`src/rtl/q2a03_phase_gen_if.sv`:
```
// Phase-generator bus: control inputs (clock enable, re-align) and all
// per-channel phase outputs grouped into one interface.
//   master : drives G_ce / G_align, observes phase outputs (core / bench side)
//   slave  : the phase generator itself
// Signals:
//   G_ce     global clock enable, low freezes every channel
//   G_align  synchronous re-phase of every channel
//   G_phi    per-channel phase clock (high = phi2)
//   G_rise   per-channel 1-clock strobe on phi 0->1
//   G_fall   per-channel 1-clock strobe on phi 1->0
//   G_odd    per-channel parity of the fall counter
//   G_cycle  packed fall counters, ch0 in [CNT_W-1:0]
interface q2a03_phase_gen_if #(
    parameter int NUM_CH = 2,
    parameter int CNT_W  = 32
);
    logic                    G_ce;
    logic                    G_align;
    logic [NUM_CH-1:0]       G_phi;
    logic [NUM_CH-1:0]       G_rise;
    logic [NUM_CH-1:0]       G_fall;
    logic [NUM_CH-1:0]       G_odd;
    logic [NUM_CH*CNT_W-1:0] G_cycle;

    modport master (
        output G_ce, G_align,
        input  G_phi, G_rise, G_fall, G_odd, G_cycle
    );

    modport slave (
        input  G_ce, G_align,
        output G_phi, G_rise, G_fall, G_odd, G_cycle
    );
endinterface

```
`src/rtl/q2a03_phase_gen.sv`:
```
// Multi-channel clock-phase generator. Each channel divides the master clock
// by DIV_k into a two-phase clock whose high phase starts at tick HIGH_AT_k,
// and emits registered rise/fall strobes plus a fall-edge cycle counter.
// Ports:
//   G_clock  master clock, all logic on posedge
//   G_reset  asynchronous active-low reset
//   bus      q2a03_phase_gen_if slave: G_ce, G_align in; G_phi, G_rise,
//            G_fall, G_odd, G_cycle out
// Parameter packing: channel k lives in bits [8k+7:8k] of DIV / HIGH_AT,
// so the defaults give ch0 = /4 (high at 2) and ch1 = /12 (high at 6).
module q2a03_phase_gen #(
    parameter int                  NUM_CH  = 2,
    parameter logic [NUM_CH*8-1:0] DIV     = {8'd12, 8'd4},
    parameter logic [NUM_CH*8-1:0] HIGH_AT = {8'd6, 8'd2},
    parameter int                  CNT_W   = 32
) (
    input  logic                G_clock,
    input  logic                G_reset,
    q2a03_phase_gen_if.slave    bus
);

    logic [NUM_CH-1:0]            phi_v, rise_v, fall_v, odd_v;
    logic [NUM_CH-1:0][CNT_W-1:0] cyc_v;

    for (genvar k = 0; k < NUM_CH; k++) begin : g_ch
        localparam logic [7:0] DIV_K = DIV[k*8 +: 8];
        localparam logic [7:0] HI_K  = HIGH_AT[k*8 +: 8];

        if (DIV_K < 8'd2 || HI_K < 8'd1 || HI_K > DIV_K - 8'd1) begin : g_bad_param
            $error("q2a03_phase_gen: channel %0d has illegal DIV/HIGH_AT", k);
        end

        logic [7:0]       tick_q, tick_nx;
        logic             phi_q, phi_nx, rise_q, fall_q;
        logic [CNT_W-1:0] cycle_q;

        // Tick runs 0..DIV-1; phi is high for ticks HIGH_AT..DIV-1. Reset and
        // align park the tick at DIV-1 so the first enabled clock lands on 0.
        always_comb begin
            tick_nx = (tick_q == DIV_K - 8'd1) ? 8'd0 : tick_q + 8'd1;
            phi_nx  = (tick_nx >= HI_K);
        end

        always_ff @(posedge G_clock or negedge G_reset) begin
            if (!G_reset) begin
                tick_q  <= DIV_K - 8'd1;
                phi_q   <= 1'b0;
                rise_q  <= 1'b0;
                fall_q  <= 1'b0;
                cycle_q <= '0;
            end else if (bus.G_align) begin
                // Forced low without a fall strobe; the counter keeps its count.
                tick_q  <= DIV_K - 8'd1;
                phi_q   <= 1'b0;
                rise_q  <= 1'b0;
                fall_q  <= 1'b0;
            end else if (bus.G_ce) begin
                tick_q  <= tick_nx;
                phi_q   <= phi_nx;
                rise_q  <= phi_nx & ~phi_q;
                fall_q  <= ~phi_nx & phi_q;
                if (~phi_nx & phi_q)
                    cycle_q <= cycle_q + CNT_W'(1);
            end else begin
                // Frozen: strobes drop so a held edge is never reported twice.
                rise_q  <= 1'b0;
                fall_q  <= 1'b0;
            end
        end

        assign phi_v[k]  = phi_q;
        assign rise_v[k] = rise_q;
        assign fall_v[k] = fall_q;
        assign odd_v[k]  = cycle_q[0];
        assign cyc_v[k]  = cycle_q;
    end

    assign bus.G_phi   = phi_v;
    assign bus.G_rise  = rise_v;
    assign bus.G_fall  = fall_v;
    assign bus.G_odd   = odd_v;
    assign bus.G_cycle = cyc_v;

endmodule
```
`src/flat_wrapper.sv`:
```
// flat-port wrapper written by rule: the top's interface ports become plain ports
module q2a03_phase_gen_flat 
#(
    parameter int                  NUM_CH  = 2,
    parameter logic [NUM_CH*8-1:0] DIV     = {8'd12, 8'd4},
    parameter logic [NUM_CH*8-1:0] HIGH_AT = {8'd6, 8'd2},
    parameter int                  CNT_W   = 32
)
  (G_clock, G_reset, bus_G_ce, bus_G_align, bus_G_phi, bus_G_rise, bus_G_fall, bus_G_odd, bus_G_cycle);
  q2a03_phase_gen_if #(.NUM_CH(NUM_CH), .CNT_W(CNT_W)) bus_i ();
  input  logic G_clock;
  input  logic G_reset;
  input wire logic [$bits(bus_i.G_ce)-1:0] bus_G_ce;
  input wire logic [$bits(bus_i.G_align)-1:0] bus_G_align;
  output wire logic [$bits(bus_i.G_phi)-1:0] bus_G_phi;
  output wire logic [$bits(bus_i.G_rise)-1:0] bus_G_rise;
  output wire logic [$bits(bus_i.G_fall)-1:0] bus_G_fall;
  output wire logic [$bits(bus_i.G_odd)-1:0] bus_G_odd;
  output wire logic [$bits(bus_i.G_cycle)-1:0] bus_G_cycle;
  assign bus_i.G_ce = bus_G_ce;
  assign bus_i.G_align = bus_G_align;
  assign bus_G_phi = bus_i.G_phi;
  assign bus_G_rise = bus_i.G_rise;
  assign bus_G_fall = bus_i.G_fall;
  assign bus_G_odd = bus_i.G_odd;
  assign bus_G_cycle = bus_i.G_cycle;
  q2a03_phase_gen #(.NUM_CH(NUM_CH), .DIV(DIV), .HIGH_AT(HIGH_AT), .CNT_W(CNT_W)) u_core (.G_clock(G_clock), .G_reset(G_reset), .bus(bus_i));
endmodule
```
`config.mk`:
```
export PLATFORM = sky130hd
export DESIGN_NAME = q2a03_phase_gen_flat
export DESIGN_NICKNAME = d
export VERILOG_FILES = /design/src/rtl/q2a03_phase_gen_if.sv /design/src/rtl/q2a03_phase_gen.sv /design/src/flat_wrapper.sv
export SDC_FILE = /design/constraint.sdc
export NUM_CORES = 1
export LEC_CHECK = 0
export ABC_CLOCK_PERIOD_IN_PS = 2840
export CAP_MARGIN = 20
export CORE_ASPECT_RATIO = 1.75
export CORE_MARGIN = 2
export CORE_UTILIZATION = 50
export CTS_BUF_LIST = sky130_fd_sc_hd__clkbuf_8
export DETAILED_ROUTE_END_ITERATION = 6
export PLACE_DENSITY_LB_ADDON = 0.2
export SKIP_CTS_REPAIR_TIMING = 1
export SLEW_MARGIN = 10
export SYNTH_ARGS = -nofsm -noshare
export SYNTH_HDL_FRONTEND = slang
export SYNTH_SLANG_ARGS = --single-unit
```
`constraint.sdc`:
```
create_clock -name G_clock -period 2.84 [get_ports G_clock]
set_input_delay 0.426 -clock G_clock [delete_from_list [all_inputs] [get_ports G_clock]]
set_output_delay 0.426 -clock G_clock [all_outputs]
set_load 0.02 [all_outputs]
```
==> out/results.txt, run 1 <==
The power per standard cell area is 464 mW/mm². The tools report the number of nets at the end of the flow as 531. The critical path's top delay family was compound AO/OA/AOI/OAI gates. The run gives 0 as the post-route antenna net violation count.

0 antenna diodes ended up in the layout. From bottom edge to top edge, the die measures 129 µm. Walking the worst path, the cells encountered are inv_1 -> ha_1 -> nand2b_1 -> a211oi_1 -> o311ai_4 -> nor2_1 -> mux2_1. The run gives 2.86 ns as the arrival time of the worst setup path.

Dividing the final minimum period by the clock period gives 92.3%. The first global-routing pass estimated 16800 µm of wire. The run gives 0 as the number of violations of the max-capacitance limit. Number of sinks handled by clock tree synthesis: 86. The number of cells on the worst reg-to-reg path came out at 7.

The hold slack is 0.0342 ns, and the fraction of registers with async set/reset is 100%. Setup total negative slack on the finished layout was measured at 0 ns. The time the worst path needs with I/O delays and setup is 2.62 ns, and the slew at the pin with the worst max-slew slack is 0.700 ns. TritonCTS built the clock tree. The core region area was 0.00867 mm². The worst clock skew is 0.0119 ns.

In the final layout, the multi-input gates occupy 0.00211 mm². The summed area of non-filler cells in the final layout was 0.00555 mm²; the number of antenna violations at the first check in global routing was 0. The count of distinct cell types in the synthesized netlist is 58, and the share of final-layout standard cells stronger than drive strength 1 is 9.51%. The flow ran to the end, and the final reports show no timing, DRC or antenna violations. After synthesis, the largest family of logic cells by area is simple AND/OR/NAND/NOR gates. The final number of setup-violating endpoints was 0; the synthesis-stage register bit count was 86. The congestion estimate from routability-driven global placement came to 0.850.

In this run the worst path has a maximum fanout of 14. The mean number of vias per cell works out to 5.54. At the later pin of the worst-skew pair, clock insertion delay measures 0.36 ns.

For the number of nets in the synthesized netlist, the log shows 452. The longest clock path from root to sink contains 2 buffers. Measured against its own limit, the worst slew margin works out to 52.6%. The starting density of the core is 51.4%, and the area fraction in and, or, nand and nor cells after synthesis is 23.6%.

After detailed routing, the met3 layer carries 366 µm of wire. Summing all placed instances gives a cell area of 0.00537 mm². In this design, the stage delay of the slowest critical-path cell is 0.60 ns.

Averaged over all synthesized cells, the footprint is 10.1 µm². The detailed router placed 3560 vias in this run. In this run the critical register-to-register path is launched from u_core.g_ch[1].tick_q[1]. The number of global-route vias before repair was 3535; the share of the synthesized area in compound gates (AO/OA/AOI/OAI) was 6.88%. Registers take 0.00216 mm². The required time of the critical path is 3.08 ns. The adder and majority cell fraction of the synthesized area was 1.69%; the remaining routing DRC violations was 0. In the global route stage, overall resource usage came out at 22.1%. The run gives 10000 µm as the total routed wirelength.

For this block, wires on met1 add up to 4050 µm. Relative to the synthesized area, the layout overhead comes to 24.6%. The die is 75.4 µm wide. Once detailed placement completed, the half-perimeter wirelength came to 7360 µm.

Yosys mapped a number of flops with a built-in enable equal to 0. The element type at the critical path end is a register. Timing-limited maximum frequency: 0.381 GHz. Setup repair after global routing left no endpoint under its margin. The area of the die was 0.00971 mm²; the clock slew seen by the registers of the worst setup and hold paths was 0.09 ns. The run gives 333 µV as the maximum vdd ir drop.

Library cell contributing the largest single delay on the critical path: sky130_fd_sc_hd__dfstp_2. For this run, the number of Yosys warnings is 0. The critical path in this run is classified as register to register. The pre-antenna-repair detailed-routing pass consisted of 4 iterations. The worst setup path is launched from a register.

After filler insertion, the fill cell instance count of the layout stands at 733. Clock tree synthesis selected as its root buffer the cell sky130_fd_sc_hd__clkbuf_8. Buffers plus inverters on the worst setup path: 1. The port buffer count is 75, and the number of buffers added by the clock tree synthesis step is 9. The detailed router finished its first iteration with 144 violations. The worst register-to-register path ends at u_core.g_ch[1].cycle_q[1]. During I/O placement, the number of pins put on the boundary was 76. The path class of the tightest hold or removal check is input port to asynchronous set/reset pin. The area of the mapped netlist is 0.00445 mm², and the leakage power total is 2.52 nW. Entering global routing, the biggest net connects 48 pins. The minimum setup slack among reg-to-reg paths was 0.22 ns. The most used flip-flop cell after synthesis is sky130_fd_sc_hd__dfrtp_1.

After floorplanning, the core was divided into 45 placement rows. Synthesis handed over a netlist of 442 instances. Register area share after synthesis: 48.5%. Summed over all nets, wire length on met2 after detailed routing comes to 5480 µm. The tools report the number of hold violations in the final report as 0. Routed signal wires occupy layers up through met4. Of the total synthesized cell area, the portion taken by XOR and XNOR cells is 14.1%. The core occupancy in the finished layout is 64.0%. Multiplexer cells account for 0.730% of the synthesized area.

The final max-slew violation count was 0; the leftover overflow at the end of global routing was 0. The H-tree was split into 3 levels. In the final routed layout, each cell accounts on average for 15.6 µm.
cell usage in the layout, fill, tap and decap left out, types with 2 or more instances in the layout:
master / instances
sky130_fd_sc_hd__dfrtp_1: 81
sky130_fd_sc_hd__clkdlybuf4s50_1: 74
sky130_fd_sc_hd__xor2_1: 50
sky130_fd_sc_hd__nor3_1: 40
sky130_fd_sc_hd__nand2_1: 31
sky130_fd_sc_hd__nand3_1: 28
sky130_fd_sc_hd__nor2_1: 25
sky130_fd_sc_hd__nand4_1: 22
sky130_fd_sc_hd__xnor2_1: 20
sky130_fd_sc_hd__buf_4: 19
sky130_fd_sc_hd__inv_1: 17
sky130_fd_sc_hd__nor4_1: 14
sky130_fd_sc_hd__clkbuf_8: 10
sky130_fd_sc_hd__and3_1: 9
sky130_fd_sc_hd__o21ai_0: 7
sky130_fd_sc_hd__or3_1: 6
sky130_fd_sc_hd__ha_1: 6
sky130_fd_sc_hd__dfstp_2: 5
sky130_fd_sc_hd__nand2b_1: 4
sky130_fd_sc_hd__a211oi_1: 4
sky130_fd_sc_hd__and4_1: 4
sky130_fd_sc_hd__a21oi_1: 4
sky130_fd_sc_hd__o211ai_1: 2
sky130_fd_sc_hd__and3b_1: 2
sky130_fd_sc_hd__a211o_1: 2
sky130_fd_sc_hd__mux2_1: 2
sky130_fd_sc_hd__o311ai_1: 2
sky130_fd_sc_hd__nor3b_1: 2
sky130_fd_sc_hd__clkinvlp_4: 2
per-stage QoR:
step,power (mW),setup WS (ns),std cells
global placement,1.84,0.226,627
floorplan,1.65,0.298,442
global route,2.71,0.0300,643
finish,2.58,0.219,643
CTS,2.61,0.113,643
detailed placement,1.85,0.116,627
worst register-to-register path: stages (launching register included):
cell,delay (ns)
sky130_fd_sc_hd__dfstp_2,0.60
sky130_fd_sc_hd__inv_1,0.06
sky130_fd_sc_hd__ha_1,0.29
sky130_fd_sc_hd__nand2b_1,0.08
sky130_fd_sc_hd__a211oi_1,0.57
sky130_fd_sc_hd__o311ai_4,0.29
sky130_fd_sc_hd__nor2_1,0.27
sky130_fd_sc_hd__mux2_1,0.35
flip-flops by register name, summed over array words and instances (netlist names):
| name | flops |
|---|---|
| u_core.g_ch.tick_q | 16 |
| u_core.g_ch.fall_q | 2 |
| u_core.g_ch.rise_q | 2 |
| u_core.g_ch.phi_q | 2 |
| u_core.g_ch.cycle_q | 64 |
synth_stat cells, types with 2 or more instances:
cell / instances / area, µm²
sky130_fd_sc_hd__and3b_1: 2 / 17.5
sky130_fd_sc_hd__nand2_1: 31 / 116
sky130_fd_sc_hd__o21ai_0: 7 / 35.0
sky130_fd_sc_hd__and4_1: 4 / 35.0
sky130_fd_sc_hd__dfrtp_1: 81 / 2030
sky130_fd_sc_hd__xor2_1: 50 / 438
sky130_fd_sc_hd__ha_1: 6 / 75.1
sky130_fd_sc_hd__a211oi_1: 4 / 30.0
sky130_fd_sc_hd__o311ai_1: 3 / 26.3
sky130_fd_sc_hd__nor3b_1: 2 / 15.0
sky130_fd_sc_hd__a211o_1: 2 / 17.5
sky130_fd_sc_hd__nor4_1: 14 / 87.6
sky130_fd_sc_hd__nor2_1: 25 / 93.8
sky130_fd_sc_hd__mux2_1: 2 / 22.5
sky130_fd_sc_hd__nand3_1: 28 / 140
sky130_fd_sc_hd__clkbuf_1: 13 / 48.8
sky130_fd_sc_hd__dfstp_2: 5 / 131
sky130_fd_sc_hd__xnor2_1: 20 / 175
sky130_fd_sc_hd__or3_1: 6 / 37.5
sky130_fd_sc_hd__a21oi_1: 4 / 20.0
sky130_fd_sc_hd__nor3_1: 40 / 200
sky130_fd_sc_hd__nand2b_1: 4 / 25.0
sky130_fd_sc_hd__buf_4: 8 / 60.1
sky130_fd_sc_hd__and3_1: 9 / 56.3
sky130_fd_sc_hd__nand4_1: 22 / 138
sky130_fd_sc_hd__o211ai_1: 2 / 15.0
sky130_fd_sc_hd__inv_1: 14 / 52.6
sky130_fd_sc_hd__buf_2: 4 / 20.0
area by class of cell:
cell class | instances | share of cell area (%)
flip-flops and latches | 86 | 38.9
multi-input cells | 314 | 38.1
repair buffers | 94 | 16.3
well taps | 117 | 2.64
clock buffers | 10 | 2.48
inverters | 16 | 1.08
clock inverters | 6 | 0.564
layer usage:
layer | vias to the layer above | GRT usage, %
met1 | 1756 | 26.1
met5 | - | 0
met4 | 0 | 5.99
met3 | 9 | 5.32
met2 | 75 | 39.2
li1 | 1720 | -
worst max path at each step:
| stage | depth (start not counted) | start | slack (ns) | endpoint |
|---|---|---|---|---|
| after floorplan | 7 | u_core.g_ch[0].tick_q[0] | 0.30 | u_core.g_ch[0].cycle_q[30] |
| after global placement | 7 | u_core.g_ch[1].tick_q[1] | 0.23 | u_core.g_ch[1].cycle_q[1] |
| after detailed placement | 7 | u_core.g_ch[1].tick_q[1] | 0.12 | u_core.g_ch[1].cycle_q[1] |
| after CTS | 7 | u_core.g_ch[1].tick_q[1] | 0.11 | u_core.g_ch[1].cycle_q[1] |
| after global routing | 8 | u_core.g_ch[1].tick_q[1] | 0.03 | u_core.g_ch[1].cycle_q[4] |
| final | 7 | u_core.g_ch[1].tick_q[1] | 0.22 | u_core.g_ch[1].cycle_q[1] |
where the power goes:
group	internal, mW	total [mW]	switching (mW)
clock network	0.331	0.753	0.422
logic	0.200	0.468	0.268
registers	1.28	1.36	0.0755
total	1.81	2.58	0.766
logic make-up after synthesis:
group                      Yosys count
and+or+nand+nor                    197
muxes                                3
xor gates and xnor gates            71
buffers and inverters               42
adders and majority gates            6
AOI/OAI and AO/OA                   37
DFF                                 86
No activity file was read; power rests on OpenSTA's default activity.
==> run 2: changes to the inputs <==
--- a/config.mk
+++ b/config.mk
@@ -5,7 +5,7 @@
 export SDC_FILE = /design/constraint.sdc
 export NUM_CORES = 1
 export LEC_CHECK = 0
-export ABC_CLOCK_PERIOD_IN_PS = 2840
+export ABC_CLOCK_PERIOD_IN_PS = 2300
 export CAP_MARGIN = 20
 export CORE_ASPECT_RATIO = 1.75
 export CORE_MARGIN = 2
@@ -13,6 +13,7 @@
 export CTS_BUF_LIST = sky130_fd_sc_hd__clkbuf_8
 export DETAILED_ROUTE_END_ITERATION = 6
 export PLACE_DENSITY_LB_ADDON = 0.2
+export SETUP_SLACK_MARGIN = 0.2
 export SKIP_CTS_REPAIR_TIMING = 1
 export SLEW_MARGIN = 10
 export SYNTH_ARGS = -nofsm -noshare
==> constraint.sdc (replaced) <==
create_clock -name G_clock -period 2.3 [get_ports G_clock]
set_input_delay 0.345 -clock G_clock [delete_from_list [all_inputs] [get_ports G_clock]]
set_output_delay 0.345 -clock G_clock [all_outputs]
set_load 0.02 [all_outputs]
==> run 2 against run 1 <==
Net effect:
- the run now ends with hold timing, setup timing left
- cell count increased by 4.8%
- critical path depth unchanged
- register-to-register slack got worse by 0.25 ns
- sequential share of layout area decreased by 5.4 points
- combinational power increased by 80%
- fmax increased by 12%
==> out/results.txt, run 2 (synthesized netlist as in run 1, its figures left out) <==
The die span in y was 129 µm; the first-pass GRT wire length was 17900 µm. The logs give 76 for the I/O pin count and 0.37 ns for the clock insertion delay at the later pin of the skew report. The number of antenna violations at the first check in global routing is 0, and the power per standard cell area is 544 mW/mm². The congestion estimate from routability-driven global placement came to 0.911. The number of nets at the end of the flow was 562; the number of flip-flops under the largest register name was 64. Commonest non-fill, non-tap cell in the layout: sky130_fd_sc_hd__dfrtp_1. Counting the fill cells in the layout gives 618.

The clock passes through at most 2 buffers. The first detailed-routing pass ran for 5 iterations. Of all nets on the critical path, the largest fanout is 15. The slew at the pin with the worst max-slew slack is 0.643 ns. For the leakage power total, the log shows 2.77 nW. The arrival time of the worst setup path was 2.61 ns; the number of H-tree levels was 3. Traced cell by cell, the critical path runs through ha_4 -> or4b_4 -> o21ai_4 -> o2111ai_4 -> buf_12 -> nor4_2 -> xor2_1. The required time of the critical path came out at 2.58 ns. The die covers 0.00971 mm².

The area growth from synthesis to layout was 44.6%; the number of global-route vias before repair was 3802. In the final layout, the registers with the most flip-flops are u_core.g_ch.cycle_q: 64 flops, u_core.g_ch.tick_q: 16 flops. The clock root buffer is sky130_fd_sc_hd__clkbuf_8. The number of hold violations in the final report is 13. At the end of the flow the core is filled with cells to 74.3%. The final reports fail on hold timing, setup timing. The total negative slack was -0.132 ns; the share of final-layout standard cells stronger than drive strength 1 was 27.5%. The number of placed instances, taps included is 650. After clock tree synthesis, the clock-pin slew on the worst setup and hold paths is 0.09 ns.

The kind of cell with the highest combined delay along the critical path is simple AND/OR/NAND/NOR gates. The initial DRC count came out at 246. Max-cap violations in this run came to 0. After detailed routing, the number of remaining DRC violations is 0.

The run finished, with violations left. The mean number of vias per cell works out to 5.67. TritonCTS built the clock tree.

Final max-slew violation count: 0. In this run the remaining antenna-violating nets after routing total 0. Clock tree synthesis found a total of 86 sinks. The worst hold path belongs to the class input port to asynchronous set/reset pin. Diode insertion count for antenna repair: 0.

Counting I/O delays and the setup requirement, the final critical path takes 2.33 ns. Measured along the x axis, the die boundary spans 75.4 µm. For the hold slack, the log shows -0.00979 ns. In this run the worst setup path begins at u_core.g_ch[0].tick_q[1].

The worst setup path is launched from a register. Once layout is done, the placed cells without fillers occupy 0.00644 mm². In the layout the commonest cells are sky130_fd_sc_hd__dfrtp_1, sky130_fd_sc_hd__clkdlybuf4s50_1, sky130_fd_sc_hd__xor2_1, sky130_fd_sc_hd__buf_4, sky130_fd_sc_hd__nand2_1.

Maximum vdd ir drop: 359 µV. The library cell contributing the largest single delay on the critical path is sky130_fd_sc_hd__dfstp_2. In this run the critical register-to-register path is launched from u_core.g_ch[0].tick_q[1]. The maximum number of pins on one net before global-route repair was 50; the wire length per cell after detailed routing was 17.4 µm. The worst path setup slack after routing is -0.0317 ns, and the buffers plus inverters on the worst setup path is 1. The total overflow left after global routing is 0. The starting density of the core was 51.4%; the timing-limited maximum frequency was 0.429 GHz. The tools report the relative slew slack as 57.1%. The core region area came out at 0.00867 mm². The worst setup path is captured at a register. After layout, the worst path uses 101% of the clock period.

The register with the most flip-flops in the final layout is u_core.g_ch.cycle_q. For the worst clock skew, the log shows 0.0129 ns. The total routed wirelength was 11700 µm; the HPWL after detailed placement was 7950 µm. Port buffer count: 75. For the number of rows in the core area, the log shows 45. The post-route non-filler standard cell count is 674.

Setup violations remaining at the end of the flow were counted as 10. The largest incremental delay on the critical path was 0.57 ns. The tools report the total cell area at the placement stage as 0.00585 mm². Setup repair after global routing could not meet its margin everywhere. Total routing usage reported by global routing: 23.6%. The count of vias placed by the detailed router was 3820.

The worst setup path is of the register to register kind. The number of buffers added by the clock tree synthesis step came out at 9.
-- run 2: changes by cell type in the layout (fill, tap and decap cells not counted), sizes merged --
cell	change
clkinv	+3
clkinvlp	-1
inv	-2
buf	+28
clkbuf	+3
-- run 2: metrics by stage --
step	hold WS (ns)	total power [mW]	setup WS, ns
after CTS	0.0140	3.42	-0.0948
after global routing	0.0141	3.65	-0.130
after detailed placement	0.409	2.45	-0.0665
after global placement	0.402	2.43	0.0262
final	-0.00979	3.50	-0.0317
after floorplan	0.0494	2.13	-0.0694
-- run 2: worst paths after layout --
kind | to | slack, ns | cells after the start
hold reg to reg | u_core.g_ch[1].cycle_q[31] | 0.48 | 1
min in group G_clock | u_core.g_ch[1].cycle_q[31] | 0.48 | 1
setup reg to reg | u_core.g_ch[0].cycle_q[15] | -0.03 | 7
max in group asynchronous | u_core.g_ch[1].tick_q[3] | 1.59 | 2
setup / recovery | u_core.g_ch[0].cycle_q[15] | -0.03 | 7
hold / removal | u_core.g_ch[1].cycle_q[9] | -0.01 | 1
-- run 2: where the power goes --
part	internal (mW)	switching [mW]	total (mW)
logic	0.393	0.449	0.842
clock network	0.418	0.568	0.987
registers	1.58	0.0943	1.67
-- run 2: final cells by class --
cell class                      count  area [µm²]  area share, %
Multi-Input combinational cell    314        2680           41.6
Sequential cell                    86        2160           33.5
Timing Repair Buffer              125        1220           19.0
Tap cell                          117         146           2.27
Clock buffer                       10         138           2.14
Inverter                           16        60.1          0.932
Clock inverter                      6        36.3          0.563
-- run 2: worst reg2reg max path, cell delays in order (launching register included) --
cell and delay, ns:
sky130_fd_sc_hd__dfstp_2 0.57, sky130_fd_sc_hd__ha_4 0.16, sky130_fd_sc_hd__or4b_4 0.47, sky130_fd_sc_hd__o21ai_4 0.19, sky130_fd_sc_hd__o2111ai_4 0.17, sky130_fd_sc_hd__buf_12 0.19
sky130_fd_sc_hd__nor4_2 0.31, sky130_fd_sc_hd__xor2_1 0.19
-- run 2: metal layers --
metal / GRT usage (%) / share of wire, % / vias to the layer above
met1: 27.6 / 40 / 1912
met3: 5.09 / 4.1 / 13
met5: 0 / 0 / -
met2: 40.9 / 55 / 112
li1: - / - / 1783
met4: 9.60 / 1.4 / 0
==> run 3: changes to the inputs <==
--- a/config.mk
+++ b/config.mk
@@ -11,8 +11,10 @@
 export CORE_MARGIN = 2
 export CORE_UTILIZATION = 50
 export CTS_BUF_LIST = sky130_fd_sc_hd__clkbuf_8
+export CTS_CLUSTER_DIAMETER = 60
 export DETAILED_ROUTE_END_ITERATION = 6
 export PLACE_DENSITY_LB_ADDON = 0.2
+export REMOVE_ABC_BUFFERS = 1
 export SETUP_SLACK_MARGIN = 0.2
 export SKIP_CTS_REPAIR_TIMING = 1
 export SLEW_MARGIN = 10
==> run 3 against run 2 <==
Net effect:
- the flow finishes with violations (setup timing)
- critical path depth unchanged
- sequential power about the same
- sequential cell count unchanged
- sequential share of layout area decreased by 1.3 points
- design area increased by 4.1%
- global-route usage decreased by 0.24 points
- clock skew decreased by 0.0014 ns
- clock power increased by 10%
==> out/results.txt, run 3 (synthesized netlist as in run 1, its figures left out) <==
The clock slew seen by the registers of the worst setup and hold paths works out to 0.09 ns. The highest metal layer carrying signal wires in the routed design is met4. The tools report the worst-case clock buffer depth as 2. The total routed wirelength was 12800 µm.

The largest registers in the layout are u_core.g_ch.cycle_q: 64 flops, u_core.g_ch.tick_q: 16 flops. Pin placement for this block handled 76 I/O pins. The run gives 51.4% as the starting density of the core.

Post-route clock period utilization: 103%. Leaving out fill and tap cells, the most frequent cell in the layout is sky130_fd_sc_hd__dfrtp_1. In the layout the commonest cells are sky130_fd_sc_hd__dfrtp_1, sky130_fd_sc_hd__clkdlybuf4s50_1, sky130_fd_sc_hd__xor2_1, sky130_fd_sc_hd__buf_4, sky130_fd_sc_hd__nand2_1. The checks that failed: setup timing. VDD sags by at most 722 µV. The worst setup path is captured at a register. The tools report the timing-limited maximum frequency as 0.422 GHz.

Die width: 75.4 µm. The clock insertion delay at the later pin of the skew report was 0.37 ns. The most flop-heavy register was u_core.g_ch.cycle_q. The tool flagged a number of max-cap violations equal to 0. The count of vias placed by the detailed router is 3936.

The worst setup path is launched from a register. In this run the critical register-to-register path is launched from u_core.g_ch[1].tick_q[0]. The number of antenna violations at the first check in global routing was 0. For the first-pass detailed-route iteration total, the log shows 4.

The buffers plus inverters on the worst setup path is 2. The worst register-to-register path has a depth of 7. The clock root buffer is sky130_fd_sc_hd__clkbuf_8. The maximum net fanout on the critical path was 8. On the worst path, the slowest cell contributes a delay of 0.59 ns. The number of hold violations in the final report was 0. Traced cell by cell, the critical path runs through buf_6 -> nand4_1 -> or3_1 -> o211ai_1 -> clkbuf_16 -> nor2_4 -> mux2_4.

The total routing usage reported by global routing came out at 23.4%. The run finished, with violations left. The tools report the arrival time of the worst setup path as 2.63 ns. The area growth from synthesis to layout is 50.6%.

The floorplan has 45 rows. The core region area is 0.00867 mm², and the mean number of vias per cell is 5.79. The count of nets left with antenna violations once routing finished came out at 0. Dividing the detail-routed wire length by the instance count gives 18.8 µm.

The total negative slack is -0.536 ns. Summed over all layers, the global routing overflow is 0. The share of final-layout standard cells stronger than drive strength 1 was 27.7%. The slowest stage of the critical path belongs to the cell sky130_fd_sc_hd__dfstp_2. The maximum number of pins on one net before global-route repair came out at 57.

The congestion estimate from routability-driven global placement came to 0.881. The post-route non-filler standard cell count is 680, and the diode insertion count for antenna repair is 0. Summed over all nets, wire length on met2 after detailed routing comes to 7120 µm. The register with the most flip-flops in the layout has 64 of them. For the initial DRC count, the log shows 272. The tightest min-delay check is of the input port to asynchronous set/reset pin type. At the pin with the least slew margin, the transition time is 0.675 ns. Once layout is done, the placed cells without fillers occupy 0.00671 mm². The worst path in the final design needs a cycle of 2.37 ns, including I/O delays and setup.

The number of clock buffers added by TritonCTS is 9. The number of nets at the end of the flow is 568. The worst setup slack after placement came out at -0.123 ns. The total cell area at the placement stage was 0.00555 mm².

The worst path setup slack after routing was -0.0707 ns; the leakage power total was 2.94 nW. Setup repair after global routing could not meet its margin everywhere. The critical path in this run is classified as register to register. The final max-slew violation count was 0. Detailed routing placed a total of 424 µm of wire on met3. After detailed routing, the wire length on met1 is 4890 µm.

The power per standard cell area was 546 mW/mm². The number of sinks handled by clock tree synthesis was 86; the required time of the critical path was 2.56 ns. Including well taps, the total number of placed cells is 646. The logs give 17600 µm for the first-pass GRT wire length and 0.0115 ns for the worst clock skew.

In this run the tightest slew margin relative to its limit is 54.8%. TritonCTS built the clock tree. The minimum setup slack among reg-to-reg paths is -0.07 ns, and the die span in y is 129 µm.

Hold is met by 0.454 ns. The remaining routing DRC violations was 0; the number of global-route vias before repair was 3650. The worst register-to-register path ends at u_core.g_ch[1].cycle_q[1]. The run gives 0.00971 mm² as the area of the die. The kind of cell with the highest combined delay along the critical path is simple AND/OR/NAND/NOR gates. Buffers placed on the I/O ports in this run total 75.

The logs give 3.66 mW for the power consumption and 77.3% for the core occupancy in the finished layout. The wire-length estimate of the detail-placed layout is 7680 µm. CTS built an H-tree with a depth of 3.

Setup violations remaining at the end of the flow were counted as 21.
-- run 3: worst max path at each step --
| stage | start | end | slack (ns) | cells after the start |
|---|---|---|---|---|
| 2_1_floorplan | u_core.g_ch[1].tick_q[1] | u_core.g_ch[1].cycle_q[1] | -0.80 | 7 |
| 3_3_place_gp | bus_G_align | u_core.g_ch[0].cycle_q[31] | -0.07 | 7 |
| 3_5_place_dp | u_core.g_ch[0].tick_q[0] | u_core.g_ch[0].cycle_q[11] | -0.12 | 7 |
| 4_1_cts | u_core.g_ch[0].tick_q[0] | u_core.g_ch[0].cycle_q[1] | -0.14 | 7 |
| 5_1_grt | u_core.g_ch[1].tick_q[1] | u_core.g_ch[1].cycle_q[24] | -0.17 | 10 |
| 6_report | u_core.g_ch[1].tick_q[0] | u_core.g_ch[1].cycle_q[1] | -0.07 | 7 |
-- run 3: final cells by class --
class | count | area [µm²]
fillers | 571 | 1960
inverters | 16 | 60.1
clock inverters | 6 | 62.6
repair buffers | 131 | 1330
well taps | 117 | 146
multi-input cells | 314 | 2810
clock buffers | 10 | 138
flip-flops and latches | 86 | 2160
-- run 3: power breakdown --
part,internal (mW),switching (mW)
Combinational,0.409,0.493
Clock,0.527,0.559
Sequential,1.58,0.0925
Total,2.52,1.14
-- run 3: layer usage --
metal | vias to the layer above | GRT usage [%]
met5 | - | 0
li1 | 1797 | -
met1 | 2009 | 27.7
met4 | 0 | 9.70
met2 | 108 | 40.3
met3 | 22 | 4.62
